<file path="src/rtl/ram_port_arbiter.sv">
// ram_port_arbiter
// -----------------------------------------------------------------------------
// Shares one single-port synchronous RAM between instruction fetch (read-only)
// and the memory_op data stage (read/write). One RAM operation is issued per
// cycle. Data has fixed priority over fetch. A starvation counter forces fetch
// to win one cycle after STARVE_MAX consecutive denials. Read data returns one
// cycle after the read strobe and is steered to whichever requester issued the
// read.
//
// Parameters
//   STARVE_MAX : consecutive fetch denials tolerated before fetch is forced (1..15)
//   AW, DW     : address / data width
//
// Ports
//   clk, rst                     : clock (rising edge), async active-low reset
//   f_req, f_addr                : fetch read request
//   f_gnt                        : fetch granted this cycle (no grant = stall)
//   f_rvalid, f_rdata            : fetch read data return
//   d_req, d_we, d_addr, d_wdata : data request (read or write)
//   d_gnt                        : data granted/accepted this cycle
//   d_rvalid, d_rdata            : data read data return
//   ram_addr, ram_w_line         : RAM address / write data
//   ram_read, ram_write          : RAM strobes (mutually exclusive)
//   ram_r_line                   : RAM read data, valid the cycle after ram_read
//
// Build option
//   RAM_ARB_WRITE_BUFFER_EN : adds a one-entry posted write buffer so data
//                             writes can be accepted while fetch owns the RAM.
// -----------------------------------------------------------------------------
module ram_port_arbiter #(
    parameter int STARVE_MAX = 4,
    parameter int AW         = 32,
    parameter int DW         = 32
) (
    input  logic          clk,
    input  logic          rst,
    input  logic          f_req,
    input  logic [AW-1:0] f_addr,
    output logic          f_gnt,
    output logic          f_rvalid,
    output logic [DW-1:0] f_rdata,
    input  logic          d_req,
    input  logic          d_we,
    input  logic [AW-1:0] d_addr,
    input  logic [DW-1:0] d_wdata,
    output logic          d_gnt,
    output logic          d_rvalid,
    output logic [DW-1:0] d_rdata,
    output logic [AW-1:0] ram_addr,
    output logic [DW-1:0] ram_w_line,
    output logic          ram_read,
    output logic          ram_write,
    input  logic [DW-1:0] ram_r_line
);

    // Which source owns the RAM port this cycle.
    typedef enum logic [1:0] {
        SEL_NONE,
        SEL_F,
        SEL_D,
        SEL_WB
    } sel_t;

    // Which requester the read issued last cycle belongs to.
    typedef enum logic [1:0] {
        OWN_NONE,
        OWN_F,
        OWN_D
    } own_t;

    localparam logic [3:0] STARVE_LIM = 4'(STARVE_MAX);

    sel_t          sel;
    own_t          owner_q;
    own_t          owner_next;
    logic [3:0]    starve_cnt;
    logic          starve_hit;
    logic [AW-1:0] addr_q;
    logic [DW-1:0] f_rdata_q;
    logic [DW-1:0] d_rdata_q;

    assign starve_hit = f_req && (starve_cnt == STARVE_LIM);

`ifdef RAM_ARB_WRITE_BUFFER_EN
    logic          wb_valid;
    logic [AW-1:0] wb_addr;
    logic [DW-1:0] wb_data;
    logic          d_rd;
    logic          rd_hazard;
    logic          wr_accept;

    assign d_rd      = d_req && !d_we;
    // A read of the buffered address must wait for the drain so it sees the new data.
    assign rd_hazard = d_rd && wb_valid && (d_addr == wb_addr);
`endif

    // ------------------------------------------------------------------
    // Arbitration: pick the RAM owner for this cycle.
    // ------------------------------------------------------------------
    always_comb begin
        sel = SEL_NONE;
`ifdef RAM_ARB_WRITE_BUFFER_EN
        wr_accept = 1'b0;
        if (rst) begin
            if (starve_hit)
                sel = SEL_F;
            else if (d_rd && !rd_hazard)
                sel = SEL_D;
            else if (wb_valid)
                sel = SEL_WB;
            else if (f_req)
                sel = SEL_F;
            // Buffer acceptance is independent of who owns the RAM port; a
            // full buffer refuses and drains instead, accepting next cycle.
            wr_accept = d_req && d_we && !wb_valid;
        end
`else
        if (rst) begin
            if (starve_hit)
                sel = SEL_F;
            else if (d_req)
                sel = SEL_D;
            else if (f_req)
                sel = SEL_F;
        end
`endif
    end

    // ------------------------------------------------------------------
    // Grants, RAM strobes and muxes, next read owner.
    // ------------------------------------------------------------------
    always_comb begin
        f_gnt      = (sel == SEL_F);
`ifdef RAM_ARB_WRITE_BUFFER_EN
        d_gnt      = (sel == SEL_D) || wr_accept;
        ram_w_line = (sel == SEL_WB) ? wb_data : d_wdata;
`else
        d_gnt      = (sel == SEL_D);
        ram_w_line = d_wdata;
`endif
        ram_read   = (sel == SEL_F) || ((sel == SEL_D) && !d_we);
        ram_write  = ((sel == SEL_D) && d_we) || (sel == SEL_WB);

        case (sel)
            SEL_F:   ram_addr = f_addr;
            SEL_D:   ram_addr = d_addr;
`ifdef RAM_ARB_WRITE_BUFFER_EN
            SEL_WB:  ram_addr = wb_addr;
`endif
            default: ram_addr = addr_q;
        endcase

        owner_next = OWN_NONE;
        if (sel == SEL_F)
            owner_next = OWN_F;
        else if ((sel == SEL_D) && !d_we)
            owner_next = OWN_D;
    end

    // Read data is forwarded straight from the RAM in the return cycle and
    // held from a register afterwards until the next return.
    assign f_rvalid = (owner_q == OWN_F);
    assign d_rvalid = (owner_q == OWN_D);
    assign f_rdata  = f_rvalid ? ram_r_line : f_rdata_q;
    assign d_rdata  = d_rvalid ? ram_r_line : d_rdata_q;

    // ------------------------------------------------------------------
    // State registers.
    // ------------------------------------------------------------------
    always_ff @(posedge clk or negedge rst) begin
        if (!rst) begin
            owner_q    <= OWN_NONE;
            starve_cnt <= '0;
            addr_q     <= '0;
            f_rdata_q  <= '0;
            d_rdata_q  <= '0;
        end else begin
            owner_q <= owner_next;
            addr_q  <= ram_addr;

            if (f_req && !f_gnt) begin
                if (starve_cnt != STARVE_LIM)
                    starve_cnt <= starve_cnt + 4'd1;
            end else begin
                starve_cnt <= '0;
            end

            if (owner_q == OWN_F)
                f_rdata_q <= ram_r_line;
            if (owner_q == OWN_D)
                d_rdata_q <= ram_r_line;
        end
    end

`ifdef RAM_ARB_WRITE_BUFFER_EN
    always_ff @(posedge clk or negedge rst) begin
        if (!rst) begin
            wb_valid <= 1'b0;
            wb_addr  <= '0;
            wb_data  <= '0;
        end else begin
            if (sel == SEL_WB)
                wb_valid <= 1'b0;
            if (wr_accept) begin
                wb_valid <= 1'b1;
                wb_addr  <= d_addr;
                wb_data  <= d_wdata;
            end
        end
    end
`endif

endmodule

</file>
<file path="config.mk">
export PLATFORM = sky130hd
export DESIGN_NAME = ram_port_arbiter
export DESIGN_NICKNAME = d
export VERILOG_FILES = /design/src/rtl/ram_port_arbiter.sv
export SDC_FILE = /design/constraint.sdc
export NUM_CORES = 1
export LEC_CHECK = 0
export ABC_AREA = 1
export BUFFER_PORTS_ARGS = -buffer_cell sky130_fd_sc_hd__buf_2
export CORE_MARGIN = 2
export CORE_UTILIZATION = 40
export DETAILED_ROUTE_END_ITERATION = 10
export PLACE_DENSITY = 0.73
export REMOVE_ABC_BUFFERS = 1
export SYNTH_ARGS = -nofsm -noshare
export SYNTH_HDL_FRONTEND = slang
export SYNTH_SLANG_ARGS = --single-unit
</file>
<file path="constraint.sdc">
create_clock -name clk -period 1.9 [get_ports clk]
set_input_delay 0.095 -clock clk [delete_from_list [all_inputs] [get_ports clk]]
set_output_delay 0.095 -clock clk [all_outputs]
set_load 0.02 [all_outputs]
</file>
==> reports/metrics.yaml <==
drt:
  avgRoutedWirePerCell_um: 17.18
  route.detailed.drc: 0
  via_count: 4332
  first_pass_detailed_route_iteration_total: 5
  drt_wl_total_um: 14500
  routed_via_density: 5.133
  detail-route-antenna-nets: 0
  detailedRoute.firstIterationViolations: 274
worst_setup_path:
  crit_fanout: 16
  setup.worst_path.end_class: "primary output"
  critPathMostFrequentCell: "sky130_fd_sc_hd__a21oi_2"
  number_of_buffer_and_inverter_stages_on_the_critical_path: 4
  critical_path.slowest_cell: "sky130_fd_sc_hd__dfrtp_1"
  cp_slowest_stage_delay_ns: 0.38
  worstPathCellList: "inv_1 > ha_2 > nand3_2 > a21oi_2 > inv_2 > ha_4 > buf_16 > a21oi_1 > a21oi_2 > buf_4"
  critical_path.startpoint_type: "flop"
  worst-endpoint-required_ns: 1.80
  critical-path-top-delay-family: "adder cells"
  data_arrival_at_the_endpoint_of_the_critical_path_ns: 2.22
  worstSetupPathType: "reg -> out"
cts:
  tritoncts_num_sinks: 102
  cts_inserted_buffers: 9
  ctsHtreeMaxLevel: 3
  clock_path_buffers: 2
  buffer_cell_driving_the_clock_tree_root: "sky130_fd_sc_hd__clkbuf_16"
  clock_insertion_delay_worst_skew_ns: 0.34
  cts_tree: "yes"
  clk_pin_slew_ns: 0.07
pwr:
  combPwrFrac_pct: 37.9
  power_frac_clock_pct: 23.3
  cell_internal_pwr_mw: 4.718
  switching_power_mw: 2.609
  power.density_cell_area_mw_per_mm2: 1103
  irDropWorstVdd_v: 0.0008621
  netSwitchingFraction_pct: 35.61
  power.total_mw: 7.327
  power.leakage_nw: 3.413
  power.sequential.fraction_pct: 38.8
global_route:
  grt_use_total_pct: 23.04
  antenna_found_initial: 0
  grt_remaining_overflow: 0
  largest_net_degree_at_the_start_of_global_routing: 66
  global_route_wire_length_before_repair_um: 22210
  number_of_global_route_vias_before_repair: 4415
timing:
  min_period_over_period_pct: 121.8
  finalCriticalPeriod_ns: 2.315
  report.final.setup_viol: 46
  fin_worst_hold_slack_ns: 0.01943
  worst-slew-pin-transition_ns: 0.6952
  timing_max_transition_violations_final: 0
  hold_viol_final: 0
  rsz0062_at_grt: "yes"
  worst_clock_skew_ns: 0.008609
  slew_headroom_pct: 53.65
  post-route-worst-setup-slack_ns: -0.4150
  max_clock_freq_mhz: 432.0
final_layout:
  layout.core_utilization_pct: 60.48
  fin_area_mm2: 0.006643
  antenna-diode-count: 0
  fillerInstances: 893
  footprint_of_the_multi_input_gates_mm2: 0.001742
  final_common_cell: "sky130_fd_sc_hd__buf_2"
  nets: 839
  drive_gt1_share_pct: 51.14
  sequential_cell_area_mm2: 0.002552
  layout_common_cells: "165 x sky130_fd_sc_hd__buf_2, 102 x sky130_fd_sc_hd__dfrtp_1, 99 x sky130_fd_sc_hd__nand2_1"
  layout-area-overhead-vs-synth_pct: 45.77
floorplanning:
  initial_utilization_pct: 41.49
  io_pins: 267
  die_x_um: 110.7
  dieHeight_um: 110.7
  dieArea_mm2: 0.01226
  cell_rows: 38
  core_mm2: 0.01098
place:
  gp_congestion: 0.8484
  placed_area_mm2: 0.005560
  hpwl_um: 8981
  port-buffer-count: 202
synth:
  synth_cells: 499
  synth_sequential_area_ratio_pct: 56.01
  synth.avg_cell_area_um2: 9.132
  synth_cell_types: 20
  ys.warnings.count: 0
  synthesis_stage_register_bit_count: 102
  syn_area_mm2: 0.004557
run_status:
  failing_checks: "negative setup slack"
  run_status: "finished with violations"
flow_run:
  maxCapViolCount: 0
hold_path:
  min_path_type: "in -> reg"
==> path summary, 6_finish.rpt <==
check	startpoint	to	slack (ns)	cells past startpoint
max	starve_cnt[0]	ram_addr[23]	-0.42	10
min	f_addr[25]	addr_q[25]	0.02	3
max reg2reg	starve_cnt[0]	starve_cnt[1]	-0.15	15
min reg2reg	f_rdata_q[12]	f_rdata_q[12]	0.46	2
max in group asynchronous	rst	d_rdata_q[1]	0.91	3
min in group asynchronous	rst	starve_cnt[3]	0.48	3
==> Yosys cell counts (all sizes together) <==
| cell type | count | area [um^2] |
|---|---|---|
| a21oi | 66 | 330.3 |
| inv | 45 | 168.9 |
| nand3 | 3 | 15.01 |
| nor2 | 36 | 135.1 |
| nand2 | 106 | 397.9 |
| nand4 | 2 | 12.51 |
| o21bai | 1 | 7.510 |
| buf | 51 | 375.4 |
| xnor2 | 1 | 8.760 |
| nor3 | 1 | 5.000 |
| a21o | 1 | 7.510 |
| or2 | 1 | 6.260 |
| o21ai | 67 | 421.7 |
| ha | 6 | 75.07 |
| dfrtp | 102 | 2552 |
| clkbuf | 10 | 37.54 |
==> state kept, by name (all words and copies together), names as in the netlist <==
signal and flops:
addr_q 32, d_rdata_q 32, f_rdata_q 32, starve_cnt 4, owner_q 2
==> final cells by class <==
| class | instances | share of cell area (%) |
|---|---|---|
| clock buffers | 14 | 3.974 |
| clock inverters | 1 | 0.07534 |
| inverters | 45 | 2.656 |
| flip-flops and latches | 102 | 38.43 |
| repair buffers | 251 | 26.01 |
| multi-input cells | 291 | 26.22 |
| well taps | 140 | 2.637 |
==> kinds of logic (layout without fill, tap and decap cells) <==
family,after synthesis,after routing,share of synthesized area [%]
compound gates,135,135,16.83
fa+ha+maj,6,6,1.647
buf+inv,106,311,12.77
xor+xnor,1,1,0.1922
flops,102,102,56.01
simple gates,149,149,12.55
==> routing by layer <==
layer  global-route usage (%)  vias up  routed length, um
li1                         -     1971                  -
met5                    3.333        -                 31
met3                    11.76       37               1678
met4                    10.33        2                345
met2                    35.50      283               6782
met1                    26.67     2039               5661
==> worst min-delay path, stage by stage <==
cell and delay (ns):
sky130_fd_sc_hd__buf_2 0.10, sky130_fd_sc_hd__nand2_2 0.06, sky130_fd_sc_hd__a21oi_2 0.06
==> power groups by stage <==
stage                     logic [mW]  registers (mW)  clock network [mW]
after global placement          2.27            2.84                   0
after global routing            2.98            2.90                1.86
after detailed placement        2.31            2.85                   0
final                           2.77            2.85                1.71
after CTS                       2.64            2.82                1.76
after floorplan                 1.41            2.82                   0
==> what timing repair did <==
item / 4_1_cts / 5_1_grt
resized for setup: 101 / 51
endpoints found under the setup margin: 63 / 62
setup buffers: 9 / 7
endpoints found under the hold margin: 109 / 0
hold buffers: 8 / 0
gates cloned: 5 / 1
pin swaps: 1 / 8
==> metrics by stage <==
| step | TNS [ns] | worst slack (ns) | cells |
|---|---|---|---|
| after floorplan | -103.28 | -1.028 | 438 |
| after global placement | -4.453 | -0.2561 | 800 |
| after detailed placement | -6.719 | -0.3110 | 800 |
| after CTS | -13.45 | -0.4490 | 837 |
| after global routing | -20.14 | -0.5555 | 844 |
| final | -13.76 | -0.4150 | 844 |
(Power assumes the default switching activity.)
